[src/rtl/wb_pkg.sv]
// Shared types for the Wishbone subsystem: master FSM states and cycle-type codes.
package wb_pkg;

  typedef enum logic [1:0] {
    IDLE = 2'd0,
    REQ  = 2'd1,
    ACK  = 2'd2,
    ERR  = 2'd3
  } wb_state_e;

  localparam logic [2:0] CTI_CLASSIC = 3'b000;
  localparam logic [2:0] CTI_CONST   = 3'b001;
  localparam logic [2:0] CTI_INCR    = 3'b010;
  localparam logic [2:0] CTI_EOB     = 3'b111;

endpackage

[src/rtl/wb_slave_mem.sv]
// Word-addressed memory slave with byte-select writes and a registered ack.
// Read data is combinational and zero outside an access or for unselected bytes.
module wb_slave_mem #(
  parameter int ADDR_WIDTH = 4,
  parameter int DATA_WIDTH = 32,
  parameter int SEL_WIDTH  = DATA_WIDTH / 8
) (
  input  logic                  clk_i,
  input  logic                  rst_i,
  input  logic                  cyc,
  input  logic                  stb,
  input  logic                  we,
  input  logic [SEL_WIDTH-1:0]  sel,
  input  logic [ADDR_WIDTH-1:0] addr,
  input  logic [DATA_WIDTH-1:0] wdata,
  output logic [DATA_WIDTH-1:0] rdata,
  output logic                  ack
);

  localparam int DEPTH = 2 ** ADDR_WIDTH;

  logic [DATA_WIDTH-1:0] mem [DEPTH];

  always_ff @(posedge clk_i or negedge rst_i) begin
    if (!rst_i) begin
      ack <= 1'b0;
      for (int i = 0; i < DEPTH; i++) mem[i] <= '0;
    end else begin
      ack <= cyc && stb;
      if (cyc && stb && we) begin
        for (int b = 0; b < SEL_WIDTH; b++)
          if (sel[b]) mem[addr][8*b +: 8] <= wdata[8*b +: 8];
      end
    end
  end

  always_comb begin
    rdata = '0;
    for (int b = 0; b < SEL_WIDTH; b++)
      if (cyc && stb && sel[b]) rdata[8*b +: 8] = mem[addr][8*b +: 8];
  end

endmodule

[src/rtl/wishbone_top.sv]
// Wishbone master front-end FSM driving two memory slaves on a shared bus,
// with CTI-driven burst addressing and full debug visibility of the internal bus.
module wishbone_top
  import wb_pkg::*;
#(
  parameter int ADDR_WIDTH = 4,
  parameter int DATA_WIDTH = 32,
  parameter int SEL_WIDTH  = DATA_WIDTH / 8
) (
  input  logic                  clk_i,
  input  logic                  rst_i,
  input  logic [ADDR_WIDTH-1:0] addr_o,
  input  logic [DATA_WIDTH-1:0] data_o,
  input  logic                  we_o,
  input  logic [1:0]            stb_o,
  input  logic                  cyc_o,
  input  logic [SEL_WIDTH-1:0]  sel_o,
  input  logic [2:0]            cti_input,
  input  logic                  tag_add,
  output logic                  ack_i,
  output logic                  err_i,
  output logic [DATA_WIDTH-1:0] data_i,
  output logic [1:0]            state_out,
  output logic [ADDR_WIDTH-1:0] dbg_w_addr,
  output logic [DATA_WIDTH-1:0] dbg_w_data_m2s,
  output logic [DATA_WIDTH-1:0] dbg_w_data_s2m,
  output logic [ADDR_WIDTH-1:0] counter,
  output logic                  dbg_w_we,
  output logic                  dbg_tag_add,
  output logic                  dbg_w_cyc,
  output logic                  dbg_w_ack,
  output logic                  dbg_w_err,
  output logic [SEL_WIDTH-1:0]  dbg_w_sel,
  output logic [1:0]            dbg_w_stb,
  output logic [2:0]            dbg_cti
);

  localparam logic [ADDR_WIDTH-1:0] ONE = 1;

  wb_state_e             state;
  logic                  we_p0, tag_p0;
  logic [SEL_WIDTH-1:0]  sel_p0;
  logic [DATA_WIDTH-1:0] data_p0;
  logic [2:0]            cti_p0;
  logic [1:0]            stb_p0;
  logic [ADDR_WIDTH-1:0] ea_p0;

  logic                  req_ok, bus_cyc;
  logic [1:0]            bus_stb, s_ack;
  logic [DATA_WIDTH-1:0] s_rdata0, s_rdata1, rd_mux;
  logic [ADDR_WIDTH-1:0] ea_next;

  // Illegal requests (both slaves or no bytes) never reach a slave.
  assign req_ok  = (stb_p0 != 2'b11) && (sel_p0 != '0);
  assign bus_cyc = (state == REQ) && cyc_o;
  assign bus_stb = (bus_cyc && req_ok) ? stb_p0 : 2'b00;
  assign rd_mux  = s_rdata0 | s_rdata1;
  assign ea_next = (tag_add || cti_input != CTI_INCR) ? addr_o : addr_o + counter;

  always_ff @(posedge clk_i or negedge rst_i) begin
    if (!rst_i) begin
      state   <= IDLE;
      counter <= '0;
      ack_i   <= 1'b0;
      err_i   <= 1'b0;
      data_i  <= '0;
      we_p0   <= 1'b0;
      tag_p0  <= 1'b0;
      sel_p0  <= '0;
      data_p0 <= '0;
      cti_p0  <= '0;
      stb_p0  <= '0;
      ea_p0   <= '0;
    end else begin
      case (state)
        IDLE: begin
          if (cyc_o && stb_o != 2'b00) begin
            we_p0   <= we_o;
            tag_p0  <= tag_add;
            sel_p0  <= sel_o;
            data_p0 <= data_o;
            cti_p0  <= cti_input;
            stb_p0  <= stb_o;
            ea_p0   <= ea_next;
            state   <= REQ;
          end else if (!cyc_o && cti_input == CTI_EOB) begin
            counter <= '0;
          end
        end
        REQ: begin
          if (!cyc_o) begin
            state <= IDLE;
          end else if (!req_ok) begin
            state <= ERR;
            err_i <= 1'b1;
          end else begin
            state <= ACK;
            ack_i <= 1'b1;
            if (!we_p0) data_i <= rd_mux;
            case (cti_p0)
              CTI_INCR:               if (!tag_p0) counter <= counter + ONE;
              CTI_EOB:                counter <= '0;
              CTI_CLASSIC, CTI_CONST: ;
              default:                ;
            endcase
          end
        end
        ACK, ERR: begin
          // Wait for the requester to drop its strobe so a held request is not repeated.
          if (stb_o == 2'b00) begin
            state <= IDLE;
            ack_i <= 1'b0;
            err_i <= 1'b0;
          end
        end
        default: state <= IDLE;
      endcase
    end
  end

  wb_slave_mem #(.ADDR_WIDTH(ADDR_WIDTH), .DATA_WIDTH(DATA_WIDTH), .SEL_WIDTH(SEL_WIDTH)) u_slave0 (
    .clk_i (clk_i),
    .rst_i (rst_i),
    .cyc   (bus_cyc),
    .stb   (bus_stb[0]),
    .we    (we_p0),
    .sel   (sel_p0),
    .addr  (ea_p0),
    .wdata (data_p0),
    .rdata (s_rdata0),
    .ack   (s_ack[0])
  );

  wb_slave_mem #(.ADDR_WIDTH(ADDR_WIDTH), .DATA_WIDTH(DATA_WIDTH), .SEL_WIDTH(SEL_WIDTH)) u_slave1 (
    .clk_i (clk_i),
    .rst_i (rst_i),
    .cyc   (bus_cyc),
    .stb   (bus_stb[1]),
    .we    (we_p0),
    .sel   (sel_p0),
    .addr  (ea_p0),
    .wdata (data_p0),
    .rdata (s_rdata1),
    .ack   (s_ack[1])
  );

  assign state_out      = state;
  assign dbg_w_addr     = ea_p0;
  assign dbg_w_data_m2s = data_p0;
  assign dbg_w_data_s2m = rd_mux;
  assign dbg_w_we       = we_p0;
  assign dbg_tag_add    = tag_p0;
  assign dbg_w_cyc      = bus_cyc;
  assign dbg_w_ack      = |s_ack;
  assign dbg_w_err      = err_i;
  assign dbg_w_sel      = sel_p0;
  assign dbg_w_stb      = bus_stb;
  assign dbg_cti        = cti_p0;

endmodule

[config.mk]
export PLATFORM = sky130hd
export DESIGN_NAME = wishbone_top
export DESIGN_NICKNAME = d
export VERILOG_FILES = /design/src/rtl/wb_pkg.sv /design/src/rtl/wb_slave_mem.sv /design/src/rtl/wishbone_top.sv
export SDC_FILE = /design/constraint.sdc
export NUM_CORES = 2
export LEC_CHECK = 0
export BUFFER_PORTS_ARGS = -buffer_cell sky130_fd_sc_hd__buf_2
export CAP_MARGIN = 10
export CORE_UTILIZATION = 60
export DETAILED_ROUTE_END_ITERATION = 10
export PLACE_DENSITY = 0.77
export SLEW_MARGIN = 20
export SYNTH_ARGS = -nofsm -noshare
export SYNTH_HDL_FRONTEND = slang
export SYNTH_SLANG_ARGS = --single-unit
[constraint.sdc]
create_clock -name clk_i -period 2.3 [get_ports clk_i]
set_input_delay 0.23 -clock clk_i [delete_from_list [all_inputs] [get_ports clk_i]]
set_output_delay 0.23 -clock clk_i [all_outputs]
set_load 0.01 [all_outputs]
## Yosys cells after proc, flatten, opt, wreduce, memory -nomap -nowiden

Index checks and enable logic that the tools add are counted.

| word-level totals | value |
|---|---|
| input port bits | 50 |
| register bits after elaboration | 1113 |
| output and inout port bits | 122 |
| logic and storage cells | 169 |

| operators by class | value |
|---|---|
| equal/unequal tests | 17 |
| add/subtract/negate cells | 2 |
| magnitude comparators | 2 |
| multiplexer cells | 65 |
| bitwise logic cells | 3 |
| reductions and logical operators | 34 |

Operators with widths:

| operator | number |
|---|---|
| $mux 512 | 14 |
| $bwmux 512 | 8 |
| $demux 32 s4 | 4 |
| $bmux 32 s4 | 2 |
| $mux 32 | 5 |
| $mux 8 | 9 |
| $or 32x32->32 | 1 |
| $mux 24 | 1 |
| $mux 4 | 6 |
| $logic_and 1x1->1 | 18 |
| $mux 16 | 1 |
| $ne 2x2->1 const B | 8 |
| $pmux 4 s2 | 2 |
| $reduce_and 4->1 | 3 |
| $mux 2 | 4 |
| $reduce_and 7->1 | 1 |
| $eq 3x3->1 const B | 2 |
| $mux 1 | 6 |
| $pmux 2 s3 | 1 |
| $reduce_bool 2->1 | 3 |
| $ge 5x5->1 const B | 1 |
| $lt 5x1->1 const B | 1 |
| $not 4->5 | 1 |
| $add 4x1->4 const B | 1 |
| other kinds (15) | 20 |

## Longest topological paths before layout

| depth | value |
|---|---|
| depth in word-level cells | 16 |
| mapped depth | 9 |

## By module

Synthesis repeated with hierarchy kept, for this count alone.

| second synthesis, totals | value |
|---|---|
| cells, all modules | 3326 |
| area total of the unflattened synthesis | 50780.0 um^2 |

By module, submodules not included:

| module | times used | cells each | area each (um^2) |
|---|---|---|---|
| wb_slave_mem | 2 | 1525 | 23492.5 |
| wishbone_top | 1 | 276 | 3794.9 |

## Least setup slack after synthesis

No wires, ideal clock.

| timing | value |
|---|---|
| kind | reg2reg |
| start point | reg ea_p0[1], in the netlist dbg_w_addr[1] |
| end point | reg data_i[16] |
| path slack | -0.018 ns |
| period minus slack after synthesis | 2.318 ns |
| arrival time | 2.193 ns |
| stages on the path, launching flop included | 8 |
| cell sequence | dfrtp_1 buf_2 buf_2 buf_1 mux4_2 a22oi_1 nand4_1 mux2_2 |

| on the way | value |
|---|---|
| cells in the longest elaborated chain, start to end | 6 |
| elaborated cells between the ends (all ways) | 10 |
| those cells by class | 8 x mux; 2 x bitwise |

RTL lines:

| item | RTL line | RTL |
|---|---|---|
| from (decl) | wishbone_top.sv:46 | `logic [ADDR_WIDTH-1:0] ea_p0;` |
| from (signal assigned) | wishbone_top.sv:84 | `ea_p0 <= ea_next;` |
| $not 4->5 (implied by the code) (*) | wb_slave_mem.sv:40 | `if (cyc && stb && sel[b]) rdata[8*b +: 8] = mem[addr][8*b +: 8];` |
| $bmux 32 s4 | wb_slave_mem.sv:40 |  |
| $mux 32 (implied by the code) | wb_slave_mem.sv:40 |  |
| $mux 32 | n/a |  |
| $mux 8 | wb_slave_mem.sv:40 |  |
| $or 32x32->32 (*) | wishbone_top.sv:57 | `assign rd_mux = s_rdata0 \| s_rdata1;` |
| via dbg_w_data_s2m[16] | wishbone_top.sv:26 | `output logic [DATA_WIDTH-1:0] dbg_w_data_s2m,` |
| to (signal assigned) | wishbone_top.sv:99 | `if (!we_p0) data_i <= rd_mux;` |
| to (decl) | wishbone_top.sv:22 | `output logic [DATA_WIDTH-1:0] data_i,` |

The timed path passes the listed nets; every way through them passes the cells marked *. The select of a mux whose other input is x is not followed.
A chain may end at the register's enable or synchronous reset.

## Worst setup path in the final report

| timing | value |
|---|---|
| start point | reg ea_p0[0], in the netlist dbg_w_addr[0] |
| end point | out dbg_w_data_s2m[6] |

| on the way | value |
|---|---|
| cells in the longest elaborated chain, start to end | 6 |
| elaborated cells between the ends (all ways) | 10 |
| those cells by class | 8 x mux; 2 x bitwise |

RTL lines:

| item | RTL line |
|---|---|
| $not 4->5 (implied by the code) (*) | wb_slave_mem.sv:40 |
| $bmux 32 s4 | wb_slave_mem.sv:40 |
| $mux 32 (2 in series) | n/a |
| $mux 8 | wb_slave_mem.sv:40 |
| $or 32x32->32 (*) | wishbone_top.sv:57 |
| to (decl) | wishbone_top.sv:26 |

Mark *: on every way between the ends. The rest lies on a longest branch, timed or not. The select of a mux whose other input is x is not followed.

==> Flow_metrics.wiki <==
{| class="wikitable"
! Metric !! Value
|-
| Number of endpoints failing setup at the final stage || 62
|-
| Fraction of the mapped netlist area in compound gates || 0.0353
|-
| Post-Route Setup TNS || -24.31 ns
|-
| Number of antenna-violating nets in the routed design || 0
|-
| Simple-Gate Fraction of Synth Area || 0.0408
|-
| Cell count of the worst reg-to-reg path || 13
|-
| Number of antenna violations at the first check in global routing || 0
|-
| Worst setup EP type || primary output
|-
| Core box area || 83600 um2
|-
| Commonest register cell after synthesis || sky130_fd_sc_hd__dfrtp_1
|-
| Failing checks || negative setup slack
|-
| Sinks on the clock net || 1113
|-
| Slew at the pin closest to its max-slew limit || 0.744 ns
|-
| RSZ-0062 raised after global routing || yes
|-
| Boundary Pins || 172
|-
| Gate Count Post-Synth || roughly 3500
|-
| Final Routed Wirelength || approximately 140000 um
|-
| Design Power || 64.3 mW
|-
| Signal arrival time at the worst endpoint || between 2 and 3 ns
|-
| Total clock buffers created by CTS || 110
|-
| Via count of the first global-routing pass || 35000
|-
| Routed wire length per instance || 26.7 um
|-
| CP Data Required Time || 2.07 ns
|-
| Share of synthesized cell area in full adder, half adder and majority cells || 0.00139
|-
| Number of buffer cells added on primary ports || 171
|-
| Number of synthesized flops with an enable pin || 0
|-
| Worst stage delay on the critical path || 0.52 ns
|-
| Worst-path cell chain || buf_4, bufbuf_16, mux4_2, a22oi_1, nand4_1, buf_2
|-
| Commonest cells after routing, fill and taps aside || 1087 x sky130_fd_sc_hd__dfrtp_1, 1058 x sky130_fd_sc_hd__mux2_2, 371 x sky130_fd_sc_hd__mux2i_1
|-
| Worst Skew || 0.0162 ns
|-
| Status || finished, violations left
|-
| Warnings, synthesis || 0
|-
| Post-synth net total || 3571
|-
| Share of final-layout standard cells stronger than drive strength 1 || 0.514
|-
| Die Outline Area || 85500 um2
|-
| Clock-pin slew on the worst setup and hold paths || approximately 0.060 ns
|-
| Critical setup path kind || flip-flop to primary output
|-
| Highest fanout seen on the critical path || 5
|-
| Fraction of synthesized area in multiplexers || 0.350
|-
| Type of origin of the critical path || flip-flop
|-
| CTS tree || done
|-
| Flip-flop and latch count after synthesis || 1113
|-
| Dominant cell type by area after synthesis || sky130_fd_sc_hd__dfrtp_1
|-
| Fraction of registers with async set or reset after synthesis || 1.00
|-
| Worst setup margin || -0.743 ns
|-
| Leading cell type in the layout, fill and taps excluded || sky130_fd_sc_hd__dfrtp_1
|-
| Final Wtd Congestion || approximately 0.87
|-
| Reg2reg setup slack || -0.73 ns
|-
| Initial cell density of the core || 0.605
|-
| Cell leakage power || a little over 30 nW
|-
| Area overhead of the layout relative to synthesis || 20.0%
|-
| Diode count || 0
|-
| Detailed-route via count || 32700
|-
| Average vias per placed instance || 6.43
|-
| Dominant combinational cell family by area after synthesis || multiplexers
|-
| Parity-gate share of the synthesized area counting xor and xnor cells || 0.000519
|-
| Maximum buffer depth of the clock tree || 3
|-
| Leading post-synthesis cells by cell area || sky130_fd_sc_hd__dfrtp_1 55%, sky130_fd_sc_hd__mux2_2 24%, sky130_fd_sc_hd__mux2i_1 7.6%
|-
| Synth cell types || 48
|-
| Floorplan die height || 292 um
|-
| Average cell area after synthesis || 14.4 um2
|-
| Max-slew violation count || 0
|-
| Final HPWL DP || 86000 um
|-
| Number of optimization iterations in the first detailed-route pass || 5
|-
| Area share of the largest cell type after synthesis || 0.551
|-
| Final Cycle Share || 1.32
|-
| # Max-Cap Violations || 0
|-
| Final-stage net count || roughly 4000
|-
| DRC Markers || 0
|-
| Tot GR Track Use || 0.318
|-
| CTS Root Cell || sky130_fd_sc_hd__clkbuf_16
|-
| Number of filler cells placed in the layout || between 5000 and 6000
|-
| Portion of the post-synthesis area used by sequential elements || 0.551
|-
| First-pass GRT wire length || 209000 um
|-
| First-iteration detailed-routing DRC count || 2511
|-
| Headroom to the max-slew limit || 0.504
|-
| Highest ir drop seen on vdd || 1210 uV
|-
| Total standard cell area after synthesis || between 50000 and 60000 um2
|-
| Number of hold-slack violations in the final timing report || 0
|-
| Count of standard-cell rows || 106
|-
| Worst flop-to-flop path startpoint || dbg_w_addr[0]$_DFFE_PN0P_
|-
| Source-to-sink clock delay at the later pin of the worst-skew pair || 0.68 ns
|-
| Overall overflow remaining after global route || 0
|-
| Largest net degree at the start of global routing || 131
|-
| Power per standard cell area || 1060 nW/um2
|-
| Time the final worst path needs with I/O delays and setup || 3.04 ns
|-
| Worst R2R End || data_i[13]$_DFFE_PN0P_
|-
| Type of the tightest min-delay check || input pin to async pin
|-
| Upper clock frequency limit || roughly 330 MHz
|-
| CTS H-Tree Depth || 3
|-
| Crit-path slowest cell || sky130_fd_sc_hd__mux4_2
|-
| Die X || just under 300 um
|}
==> state kept, by name, indices dropped and copies added, names as in the netlist <==
register / count
state_out: 2
dbg_w_we: 1
counter: 4
u_slave0.mem: 512
dbg_w_data_m2s: 32
dbg_cti: 3
dbg_tag_add: 1
dbg_w_sel: 4
ack_i: 1
data_i: 32
u_slave1.mem: 512
stb_p0: 2
dbg_w_addr: 4
u_slave1.ack: 1
dbg_w_err: 1
u_slave0.ack: 1
==> cells by family after synthesis <==
logic type / after synthesis
compound gates: 242
xor+xnor: 3
fa+ha+maj: 5
buf+inv: 238
flops: 1113
mux: 1550
simple gates: 365
==> stage by stage <==
step / setup WS [ns] / instance area [um2] / hold WS [ns] / util / cells
floorplan: 0.0774 / 50600 / -0.0656 / - / 3516
global placement: -0.560 / 54300 / 0.155 / 0.649 / 4758
detailed placement: -0.549 / 54300 / 0.154 / 0.649 / 4758
CTS: -0.727 / 60000 / 0.0580 / 0.718 / 5070
global route: -0.813 / 60700 / 0.0724 / 0.727 / 5092
finish: -0.743 / 60700 / 0.0552 / 0.727 / 5092
==> critical path: cells and delay by family, from the launching register on <==
kind	cells	cell delay (ns)
AOI/OAI and AO/OA	1	0.21
buffers and inverters	3	0.69
DFF	1	0.46
muxes	1	0.52
and+or+nand+nor	1	0.25
==> cells in the mapped netlist, types with 2 or more instances <==
| library cell | n |
|---|---|
| sky130_fd_sc_hd__buf_4 | 12 |
| sky130_fd_sc_hd__mux4_2 | 64 |
| sky130_fd_sc_hd__mux2_2 | 1072 |
| sky130_fd_sc_hd__inv_1 | 5 |
| sky130_fd_sc_hd__nand3_1 | 99 |
| sky130_fd_sc_hd__buf_2 | 73 |
| sky130_fd_sc_hd__nand4b_1 | 2 |
| sky130_fd_sc_hd__nor2_2 | 9 |
| sky130_fd_sc_hd__a22oi_1 | 220 |
| sky130_fd_sc_hd__clkbuf_1 | 133 |
| sky130_fd_sc_hd__buf_6 | 9 |
| sky130_fd_sc_hd__and3_1 | 7 |
| sky130_fd_sc_hd__or3b_2 | 2 |
| sky130_fd_sc_hd__or2_2 | 2 |
| sky130_fd_sc_hd__nor3_4 | 6 |
| sky130_fd_sc_hd__nor2b_1 | 3 |
| sky130_fd_sc_hd__and2_1 | 9 |
| sky130_fd_sc_hd__mux2_1 | 28 |
| sky130_fd_sc_hd__nand2_1 | 49 |
| sky130_fd_sc_hd__buf_1 | 6 |
| sky130_fd_sc_hd__nand3b_1 | 3 |
| sky130_fd_sc_hd__a21o_1 | 2 |
| sky130_fd_sc_hd__o21ai_0 | 7 |
| sky130_fd_sc_hd__a21oi_1 | 7 |
| sky130_fd_sc_hd__mux2i_1 | 386 |
| sky130_fd_sc_hd__nand2_2 | 98 |
| sky130_fd_sc_hd__dfrtp_1 | 1113 |
| sky130_fd_sc_hd__xnor2_1 | 2 |
| sky130_fd_sc_hd__nand4_1 | 32 |
| sky130_fd_sc_hd__nand2b_1 | 7 |
| sky130_fd_sc_hd__ha_1 | 4 |
| sky130_fd_sc_hd__nor2_1 | 29 |
==> worst max path at each step <==
stage                               from                            end  slack (ns)  cells after the start
4_1_cts        dbg_w_addr[0]$_DFFE_PN0P_              dbg_w_data_s2m[7]       -0.73                      7
6_report       dbg_w_addr[0]$_DFFE_PN0P_              dbg_w_data_s2m[6]       -0.74                      6
3_5_place_dp   dbg_w_addr[0]$_DFFE_PN0P_  u_slave1.mem[183]$_DFFE_PN0P_       -0.55                      5
5_1_grt        dbg_w_addr[0]$_DFFE_PN0P_             dbg_w_data_s2m[23]       -0.81                      9
2_1_floorplan  dbg_w_addr[0]$_DFFE_PN0P_          data_i[7]$_DFFE_PN0P_        0.08                      6
3_3_place_gp   dbg_w_addr[0]$_DFFE_PN0P_  u_slave1.mem[191]$_DFFE_PN0P_       -0.56                      5
==> layout make-up <==
type,count,area [um2],area share
Tap cell,1080,1350,0.0223
Clock buffer,177,3410,0.0562
Timing Repair Buffer,527,5180,0.0854
Multi-Input combinational cell,2165,22400,0.370
Clock inverter,25,422,0.00694
Inverter,5,18.8,0.000309
Sequential cell,1113,27900,0.459
==> power by group <==
part / switching [mW] / internal (mW) / leakage [nW]
sequential: 3.20 / 21.5 / 15.4
clock: 7.50 / 11.3 / 1.88
combinational: 11.2 / 9.64 / 13.8
total: 21.9 / 42.4 / 31.1
==> timing repair <==
item	4_1_cts	5_1_grt
buffers inserted	57	23
endpoints found under the hold margin	490	0
gates resized for setup	157	94
hold buffers	48	0
pin swaps	70	76
endpoints found under the setup margin	310	322
gates cloned	10	12
==> metal layers <==
layer  track usage  part of all wire  vias up
met5             0                 0        -
met4         0.112             0.034        0
met3        0.0460             0.061      296
met2         0.528              0.49     1188
met1         0.432              0.41    17400
li1              -                 -    13800
Power figures use the tool's default switching activity.
